File: src/rtl/fp_acc_pkg.sv
// Shared types and field constants for the single-precision accumulator.
package fp_acc_pkg;

    typedef enum logic [2:0] {
        IDLE  = 3'd0,
        ALIGN = 3'd1,
        ADD   = 3'd2,
        NORM  = 3'd3,
        DONE  = 3'd4
    } state_t;

    localparam int EXP_W   = 8;
    localparam int FRAC_W  = 23;
    localparam int MANT_W  = 24;
    localparam int BIAS    = 127;
    localparam int EXP_MAX = 255;

endpackage

File: src/rtl/fp_lzc24.sv
// Combinational leading-zero counter over a 24-bit mantissa; all-zero input yields 24.
module fp_lzc24 (
    input  logic [23:0] din,
    output logic [4:0]  lz
);

    // Highest set bit wins because later loop iterations overwrite earlier ones.
    always_comb begin
        lz = 5'd24;
        for (int i = 0; i < 24; i++) begin
            if (din[i]) lz = 5'(23 - i);
        end
    end

endmodule

File: src/rtl/fp_accumulate.sv
// Sequential IEEE-754 single-precision accumulator: sums N_TERMS product words through an
// ALIGN/ADD/NORM pipeline-in-time, then presents the sum on Out with a one-cycle valid_out.
// Optional build macro FP_ACC_OVF_EN adds the ovf_out port and exponent saturation; without it
// the result exponent wraps to its low 8 bits.
// Handshake: a term is taken on a rising edge where valid_in && ready_out; ready_out is high only
// in IDLE and any valid_in seen while it is low is discarded.
module fp_accumulate
    import fp_acc_pkg::*;
#(
    parameter int N_TERMS = 4,
    parameter int CNT_W   = 8
) (
    input  logic        clk,
    input  logic        rst,
    input  logic [31:0] In_Data,
    input  logic        valid_in,
    output logic        ready_out,
    input  logic        clear_in,
    output logic [31:0] Out,
    output logic        valid_out
`ifdef FP_ACC_OVF_EN
    ,
    output logic        ovf_out
`endif
);

    state_t             state, state_nxt;
    logic [31:0]        acc, opnd, out_reg;
    logic [CNT_W-1:0]   count, count_nxt;

    // ALIGN stage results
    logic [MANT_W-1:0]  mant_big, mant_small;
    logic               sign_big, sign_small;
    logic [8:0]         exp_r;
    // ADD stage results
    logic [MANT_W:0]    sum_r;
    logic               sign_r;

    // Combinational stage values
    logic [EXP_W-1:0]   a_exp, b_exp, diff;
    logic [MANT_W-1:0]  a_mant, b_mant, al_big, al_small;
    logic               al_sign_big, al_sign_small;
    logic [8:0]         al_exp;
    logic [MANT_W:0]    add_sum;
    logic               add_sign;
    logic [4:0]         lz;
    logic [MANT_W-1:0]  norm_mant;
    logic [8:0]         norm_exp;
    logic [31:0]        norm_res;
`ifdef FP_ACC_OVF_EN
    logic               ovf_set, ovf_flag, ovf_reg;
`else
    logic               unused_exp_msb;
    assign unused_exp_msb = norm_exp[8];
`endif

    assign count_nxt = count + 1'b1;

    fp_lzc24 u_lzc (
        .din (sum_r[MANT_W-1:0]),
        .lz  (lz)
    );

    // Align: pick the larger-exponent operand and shift the other right (truncating).
    always_comb begin
        a_exp  = acc[30:23];
        b_exp  = opnd[30:23];
        a_mant = (a_exp == 8'd0) ? '0 : {1'b1, acc[22:0]};
        b_mant = (b_exp == 8'd0) ? '0 : {1'b1, opnd[22:0]};
        if (a_exp >= b_exp) begin
            diff          = a_exp - b_exp;
            al_big        = a_mant;
            al_small      = b_mant;
            al_sign_big   = acc[31];
            al_sign_small = opnd[31];
            al_exp        = {1'b0, a_exp};
        end else begin
            diff          = b_exp - a_exp;
            al_big        = b_mant;
            al_small      = a_mant;
            al_sign_big   = opnd[31];
            al_sign_small = acc[31];
            al_exp        = {1'b0, b_exp};
        end
        if (diff >= 8'd24) al_small = '0;
        else               al_small = al_small >> diff;
    end

    // Add: signed-magnitude add; exact cancellation gives +0.
    always_comb begin
        add_sum  = '0;
        add_sign = 1'b0;
        if (sign_big == sign_small) begin
            add_sum  = {1'b0, mant_big} + {1'b0, mant_small};
            add_sign = sign_big;
        end else if (mant_big > mant_small) begin
            add_sum  = {1'b0, mant_big - mant_small};
            add_sign = sign_big;
        end else if (mant_small > mant_big) begin
            add_sum  = {1'b0, mant_small - mant_big};
            add_sign = sign_small;
        end
    end

    // Normalize: carry shifts right, otherwise shift left by leading zeros; underflow flushes to +0.
    always_comb begin
        norm_mant = '0;
        norm_exp  = '0;
        norm_res  = '0;
`ifdef FP_ACC_OVF_EN
        ovf_set   = 1'b0;
`endif
        if (sum_r[MANT_W]) begin
            norm_mant = sum_r[MANT_W:1];
            norm_exp  = exp_r + 9'd1;
        end else begin
            norm_mant = sum_r[MANT_W-1:0] << lz;
            norm_exp  = exp_r - {4'd0, lz};
        end
        if (!sum_r[MANT_W] && ((sum_r == '0) || (exp_r <= {4'd0, lz}))) begin
            norm_res = '0;
`ifdef FP_ACC_OVF_EN
        end else if (norm_exp >= 9'(EXP_MAX)) begin
            norm_res = {sign_r, 8'hFF, 23'h0};
            ovf_set  = 1'b1;
`endif
        end else begin
            norm_res = {sign_r, norm_exp[7:0], norm_mant[22:0]};
        end
    end

    // FSM state register.
    always_ff @(posedge clk or posedge rst) begin
        if (rst) state <= IDLE;
        else     state <= state_nxt;
    end

    // FSM next-state: clear_in forces IDLE from anywhere.
    always_comb begin
        state_nxt = state;
        if (clear_in) begin
            state_nxt = IDLE;
        end else begin
            case (state)
                IDLE:    if (valid_in) state_nxt = ALIGN;
                ALIGN:   state_nxt = ADD;
                ADD:     state_nxt = NORM;
                NORM:    state_nxt = (count_nxt == CNT_W'(N_TERMS)) ? DONE : IDLE;
                DONE:    state_nxt = IDLE;
                default: state_nxt = IDLE;
            endcase
        end
    end

    // FSM outputs: the result is visible together with its valid pulse, then held from out_reg.
    always_comb begin
        ready_out = (state == IDLE);
        valid_out = (state == DONE) && !clear_in;
        Out       = valid_out ? acc : out_reg;
`ifdef FP_ACC_OVF_EN
        ovf_out   = valid_out ? ovf_flag : ovf_reg;
`endif
    end

    // Datapath registers, advanced one stage per FSM state.
    always_ff @(posedge clk or posedge rst) begin
        if (rst) begin
            acc        <= '0;
            opnd       <= '0;
            out_reg    <= '0;
            count      <= '0;
            mant_big   <= '0;
            mant_small <= '0;
            sign_big   <= 1'b0;
            sign_small <= 1'b0;
            exp_r      <= '0;
            sum_r      <= '0;
            sign_r     <= 1'b0;
`ifdef FP_ACC_OVF_EN
            ovf_flag   <= 1'b0;
            ovf_reg    <= 1'b0;
`endif
        end else if (clear_in) begin
            acc        <= '0;
            count      <= '0;
`ifdef FP_ACC_OVF_EN
            ovf_flag   <= 1'b0;
            ovf_reg    <= 1'b0;
`endif
        end else begin
            case (state)
                IDLE: if (valid_in) opnd <= In_Data;
                ALIGN: begin
                    mant_big   <= al_big;
                    mant_small <= al_small;
                    sign_big   <= al_sign_big;
                    sign_small <= al_sign_small;
                    exp_r      <= al_exp;
                end
                ADD: begin
                    sum_r  <= add_sum;
                    sign_r <= add_sign;
                end
                NORM: begin
                    acc   <= norm_res;
                    count <= count_nxt;
`ifdef FP_ACC_OVF_EN
                    ovf_flag <= ovf_flag | ovf_set;
`endif
                end
                DONE: begin
                    out_reg <= acc;
                    acc     <= '0;
                    count   <= '0;
`ifdef FP_ACC_OVF_EN
                    ovf_reg  <= ovf_flag;
                    ovf_flag <= 1'b0;
`endif
                end
                default: ;
            endcase
        end
    end

endmodule
File: config.mk
export PLATFORM = sky130hd
export DESIGN_NAME = fp_accumulate
export DESIGN_NICKNAME = d
export VERILOG_FILES = /design/src/rtl/fp_acc_pkg.sv /design/src/rtl/fp_lzc24.sv /design/src/rtl/fp_accumulate.sv
export SDC_FILE = /design/constraint.sdc
export NUM_CORES = 1
export LEC_CHECK = 0
export CORE_MARGIN = 2
export CORE_UTILIZATION = 48
export DETAILED_ROUTE_END_ITERATION = 10
export GPL_TIMING_DRIVEN = 0
export PLACE_DENSITY = 0.68
export SLEW_MARGIN = 20
export SYNTH_ARGS = -nofsm -noshare
export SYNTH_HDL_FRONTEND = slang
export SYNTH_SLANG_ARGS = --single-unit
export TNS_END_PERCENT = 10
File: constraint.sdc
create_clock -name clk -period 8.3 [get_ports clk]
set_input_delay 1.66 -clock clk [delete_from_list [all_inputs] [get_ports clk]]
set_output_delay 1.66 -clock clk [all_outputs]
set_load 0.05 [all_outputs]
==> results of run 1 <==
power breakdown:
part / switching, mW / internal, mW / leakage, nW / total, mW
Sequential: 0.249 / 1.12 / 2.46 / 1.37
Combinational: 2.57 / 1.36 / 4.79 / 3.93
Clock: 0.494 / 0.433 / 0.315 / 0.927
Total: 3.32 / 2.92 / 7.57 / 6.23
area by class of cell:
cell class	count	area [µm²]	share of cell area, %
inverter	117	447	2.55
timing repair buffer	70	736	4.20
multi-input combinational	1394	9880	56.4
tap	435	544	3.11
buffer	121	483	2.76
clock inverter	15	224	1.28
clock buffer	17	425	2.43
sequential	191	4780	27.3
cell families (layout without fill, tap and decap cells):
family	count (synthesis)	after routing	share of synthesized area, %
AO/OA/AOI/OAI	649	649	28.5
adder cells (fa/ha/maj)	101	101	8.40
XOR/XNOR	36	36	2.07
buffers and inverters	238	340	5.92
flip-flops	191	191	30.7
AND/OR/NAND/NOR	456	456	13.6
multiplexers	152	152	10.8
metal layers:
layer / up-vias / share of wire [%] / wire length [µm]
li1: 6946 / - / -
met5: - / 0 / 0
met3: 153 / 8.0 / 4690
met4: 0 / 5.3 / 3110
met1: 7498 / 43 / 25400
met2: 797 / 44 / 25600
how the worst max path moves through the flow:
stage          startpoint         to  slack, ns  depth (start not counted)
6_report         clear_in     Out[1]       2.32                          5
3_3_place_gp          rst  sum_r[13]      -1.14                          2
3_5_place_dp     clear_in     Out[1]       2.32                          5
5_1_grt          clear_in     Out[6]       2.16                          5
2_1_floorplan         rst     acc[0]       1.44                          1
4_1_cts          clear_in     Out[1]       2.29                          5
cells in the mapped netlist (31+ instances only):
| library cell | number | area (µm²) |
|---|---|---|
| a21oi_1 | 148 | 741 |
| mux2_2 | 82 | 923 |
| inv_1 | 113 | 424 |
| dfrtp_1 | 191 | 4780 |
| clkbuf_1 | 96 | 360 |
| nor2_1 | 132 | 495 |
| mux2i_1 | 65 | 651 |
| ha_1 | 95 | 1190 |
| a31oi_1 | 31 | 194 |
| nand2_1 | 152 | 571 |
| o21ai_0 | 106 | 531 |
| a221oi_1 | 37 | 324 |
==> metrics.txt, run 1 <==
most frequent cells in the layout 191 x dfrtp_1, 152 x nand2_1, 148 x a21oi_1, 132 x nor2_1, 112 x inv_1; setup ws final 2.32 ns; Max clock buf depth 2; drt drc 0; Via density 6.52; clock sinks 191; Worst R2R Setup Slack 2.92 ns; CP Data Required Time 6.64 ns; CP Buf/Inv Count 3; DP HPWL 45900 µm; FF-to-FF Start sum_r[0]; die height 184 µm; WHS Path Cells 1; CP delay by family, top buffers and inverters; maximum vdd ir drop 165 µV; slowest cell on the critical path clkdlybuf4s50_1; CTS Buf Count 17; hold_sp out_reg[15]; wire length per cell 24.9 µm; GRT Total Usage 35.1%; Area Overhead vs Synth 12.5%; vias in the first global route 14.8k; max-cap viol count 0; final worst-path cycle share 72.1%; mean post-synth cell area 8.55 µm²; layout cells sized above 1 8.94%; Setup crit start kind primary input; ANT cells 0; CTS resizes 0; post-synthesis cell count 1823; Final setup viols 0; Post-DP Area 16900 µm²; Period minus WS final 5.98 ns; clk slew on worst S/H paths 0.08 ns; M3 GR Usage 5.43%; Util after Layout 55.1%; Synth async-reset ratio 100%; most frequent CP cell clkbuf_1; CP arrival 4.32 ns; Inst Count DP 2328; GR peak layer met2; ys flop type dfrtp_1; Worst-Margin Slew 0.983 ns; TritonRoute pass-1 iters 6; leakage 7.57 nW; post-synthesis cell type count 93; hold endpoint out_reg[15]; Root Driver clkbuf_16; met2 GRT Util 54.0%; Fillers 2929; Starting Density 49.0%; Post-DRT Antenna Nets 0; setup_tns 0 ns; global route overflow 0; NumNets Final 2049; met1 Usage GRT 48.7%; reg2reg end acc[11]; hold_buf cts 0; P per Cell Area 356 nW/µm²; outcome completed; via count 15.4k; core region area 31800 µm²; initial antenna violation count 0; worst path cell trace clkbuf_1 -> nor3_1 -> clkbuf_1 -> mux2_2 -> clkdlybuf4s50_1; Fmax achieved 0.167 GHz; synthesis warning total 0; CP peak stage delay 0.72 ns; Net Count, Synth 1960; Port Buffer Count 68; Final Max Slew Viols 0; Seq/Total Area, Yosys 30.7%; Place WS 2.32 ns; Final GP Congestion 0.983; Reg2Reg Depth 21; Ports 70; synthesis-stage register bit count 191; fin cells 2360; Fin Clk Skew 0.0233 ns; Die ar. 33900 µm²; clk_lat worst skew 0.48 ns; CTS tree done; die width 184 µm; relative slew slack 34.0%; post-CTS setup buffers 0; Iter 0 DRT Violations 1653; first-pass GRT wire length 89800 µm; CP Capture Type primary output; CP max FO 10; most common cell after layout, fill and taps aside dfrtp_1; final hold viol count 0; Cell Rows 65; Final Power 6.23 mW; hold slack 0.500 ns; Hold Path Class flop to flop; H-tree levels 4; WL final 58800 µm; synthesized area 15600 µm²; final instance area 17500 µm²; pin count of the biggest net entering global routing 75; Post-synth EDFFs 0; Critical Setup Path Class primary input to primary output; RSZ-0062 raised after global routing false
Note: power is estimated with default switching activity, not from simulation.
==> inputs of run 2 (changes only) <==
--- a/config.mk
+++ b/config.mk
@@ -9,7 +9,7 @@
 export CORE_UTILIZATION = 48
 export DETAILED_ROUTE_END_ITERATION = 10
 export GPL_TIMING_DRIVEN = 0
-export PLACE_DENSITY = 0.68
+export PLACE_DENSITY = 0.7
 export SLEW_MARGIN = 20
 export SYNTH_ARGS = -nofsm -noshare
 export SYNTH_HDL_FRONTEND = slang
==> constraint.sdc (replaced) <==
create_clock -name clk -period 4.9 [get_ports clk]
set_input_delay 0.98 -clock clk [delete_from_list [all_inputs] [get_ports clk]]
set_output_delay 0.98 -clock clk [all_outputs]
set_load 0.05 [all_outputs]
==> run 2 against run 1 <==
Against the previous run: flip-flop and latch count stayed put; combinational power grew 71%; critical path depth increased by 16; routed wire length is 0.35% higher; setup slack got worse by 2.2 ns; die area unchanged; final cell count grew 0.17%; register-to-register slack worse by 2.8 ns; clock power increased by 56%; largest power group unchanged.
==> metrics.txt, run 2 (same netlist as run 1, synthesis figures left out) <==
Period minus WS final 4.74 ns; Via density 6.59 (+0.97%); Inst Count DP 2332 (+0.17%); Starting Density 49.0% (unchanged); maximum vdd ir drop 276 µV (+67%); Setup crit start kind flop; Fillers 2953 (+0.82%); Comb pwr share 63.7% (+0.6 points); global route overflow 0 (unchanged); core region area 31800 µm² (unchanged); most frequent cells in the layout 190 x dfrtp_1, 152 x nand2_1, 148 x a21oi_1, 130 x nor2_1, 112 x inv_1; Root Driver clkbuf_16; layout cells sized above 1 9.69% (+0.76 points); final hold viol count 0 (unchanged); Final Max Slew Viols 0 (unchanged); sequential share of power 22.5% (+0.5 points); setup_tns 0 ns (unchanged); CP Capture Type flop; worst path cell trace clkbuf_1 -> nor3_2 -> o31a_1 -> a22o_1 -> a41o_1 -> nor2_4 -> clkbuf_4 -> buf_4 -> ha_1 -> fa_1 -> inv_1 -> a21oi_1 -> nor2_1 -> o21ai_0 -> a21oi_1 -> o32a_1 -> o21ai_1 -> nor2_2 -> clkbuf_2 -> o21ai_0 -> a21oi_1; slowest cell on the critical path clkbuf_1; CP Buf/Inv Count 5 (+2); CP Data Required Time 5.24 ns (-1.40 ns); most frequent CP cell a21oi_1; CP peak stage delay 0.44 ns (-0.28 ns); Area Overhead vs Synth 12.9%; initial antenna violation count 2 (+2); wire length per cell 25.0 µm (+0.18%); Cell Rows 65 (unchanged); CP max FO 10 (unchanged); die height 184 µm (unchanged); Hold Path Class flop to flop; pin count of the biggest net entering global routing 34 (-55%); CTS tree done; CP arrival 5.07 ns (+0.75 ns); max-cap viol count 0 (unchanged); most common cell after layout, fill and taps aside dfrtp_1; ANT cells 0 (unchanged); outcome completed; clock network fraction of total power 13.8% (-1.1 points); Post-DRT Antenna Nets 0 (unchanged); GRT Total Usage 35.0% (-0.096 points); Fin Clk Skew 0.0179 ns (-0.00541 ns); clk_lat worst skew 0.46 ns (-0.02 ns); Net Sw Power 5.58 mW (+68%); clk slew on worst S/H paths 0.08 ns (about the same); Die ar. 33900 µm² (unchanged); P per Cell Area 598 nW/µm² (+68%); Critical Setup Path Class flop to flop; CTS Buf Count 17 (unchanged); final worst-path cycle share 96.7%; Switching Fraction 53.0% (-0.20 points); Final setup viols 0 (unchanged); Ports 70 (unchanged); drt drc 0 (unchanged); Final GP Congestion 1.01 (+2.6%); H-tree levels 4 (unchanged); Worst-Margin Slew 1.10 ns (+0.120 ns); die width 184 µm (unchanged); Max clock buf depth 2 (unchanged); relative slew slack 25.6% (-8.4 points); Internal Pwr Total 4.95 mW (+70%); DP HPWL 46000 µm (+0.13%); hold_buf cts 0 (unchanged); CP delay by family, top compound AO/OA/AOI/OAI gates; vias in the first global route 14.9k (+0.43%); via count 15.6k (+1.1%); WL final 59000 µm (+0.35%); Place WS -0.262 ns (-2.58 ns); Fmax achieved 0.211 GHz; NumNets Final 2053 (+0.20%); clock sinks 191 (unchanged); leakage 7.59 nW (+0.33%); first-pass GRT wire length 89500 µm (-0.25%); Iter 0 DRT Violations 1677 (+1.5%); setup ws final 0.164 ns (-2.15 ns); TritonRoute pass-1 iters 9 (+3); Port Buffer Count 68 (unchanged); fin cells 2364 (+0.17%)
==> run 2: cell types whose count changed in the layout (fill, tap and decap cells not counted), moves of 4 or more <==
cell and delta:
buf_4 +6, clkbuf_1 -6, buf_12 +5, inv_12 -5, inv_6 +4, inv_8 -4
==> run 2: what timing repair did <==
action,4_1_cts,5_1_grt
setup buffers,0,5
setup endpoints to repair,22,30
gates resized for setup,4,10
pin swaps,0,1
==> run 2: final timing paths <==
| path | startpoint | end | slack [ns] | cells past startpoint |
|---|---|---|---|---|
| max | sum_r[18] | acc[17] | 0.16 | 21 |
| min | out_reg[16] | out_reg[16] | 0.50 | 1 |
| max reg2reg | sum_r[18] | acc[17] | 0.16 | 21 |
| min reg2reg | out_reg[16] | out_reg[16] | 0.50 | 1 |
| max in group asynchronous | rst | sum_r[1] | 2.77 | 6 |
| min in group asynchronous | rst | opnd[10] | 0.89 | 2 |
==> run 2: through the flow <==
step	hold slack [ns]	util, %	area, µm²	power [mW]
after CTS	0.503	55.1	17500	10.2
after floorplan	0.451	-	15600	6.72
after global placement	0.479	52.9	16800	8.72
final	0.499	55.3	17600	10.5
after detailed placement	0.483	53.3	16900	8.74
after global routing	0.515	55.3	17600	11.1
==> run 2: final cells by class <==
type	count	area [µm²]	area share [%]
Timing Repair Buffer	79	846	4.81
Sequential cell	191	4780	27.2
Tap cell	435	544	3.09
Inverter	117	443	2.52
Clock inverter	14	165	0.939
Buffer	116	474	2.70
Multi-Input combinational cell	1394	9900	56.3
Clock buffer	18	429	2.44
==> run 2: metal layers <==
layer | up-vias | part of all wire (%) | global-route usage [%]
li1 | 6931 | - | -
met1 | 7581 | 42 | 47.0
met2 | 883 | 43 | 53.8
met3 | 171 | 8.4 | 6.46
met4 | 4 | 5.9 | 18.6
met5 | - | 0.036 | 0
==> run 2: worst reg2reg max path, cell delays in order (launching register included) <==
cell,delay [ns]
dfrtp_1,0.33
clkbuf_1,0.44
nor3_2,0.15
o31a_1,0.13
a22o_1,0.19
a41o_1,0.27
nor2_4,0.24
clkbuf_4,0.29
buf_4,0.25
ha_1,0.23
fa_1,0.21
inv_1,0.05
a21oi_1,0.15
nor2_1,0.07
o21ai_0,0.26
a21oi_1,0.11
o32a_1,0.30
o21ai_1,0.27
nor2_2,0.15
clkbuf_2,0.24
o21ai_0,0.16
a21oi_1,0.12
==> run 2: power by group through the flow <==
stage                     clock (mW)  combinational [mW]  sequential [mW]
final                           1.45                6.71             2.37
after detailed placement           0                6.41             2.33
after floorplan                    0                4.56             2.16
after CTS                       1.47                6.45             2.31
after global routing            1.53                7.18             2.40
after global placement             0                6.40             2.32
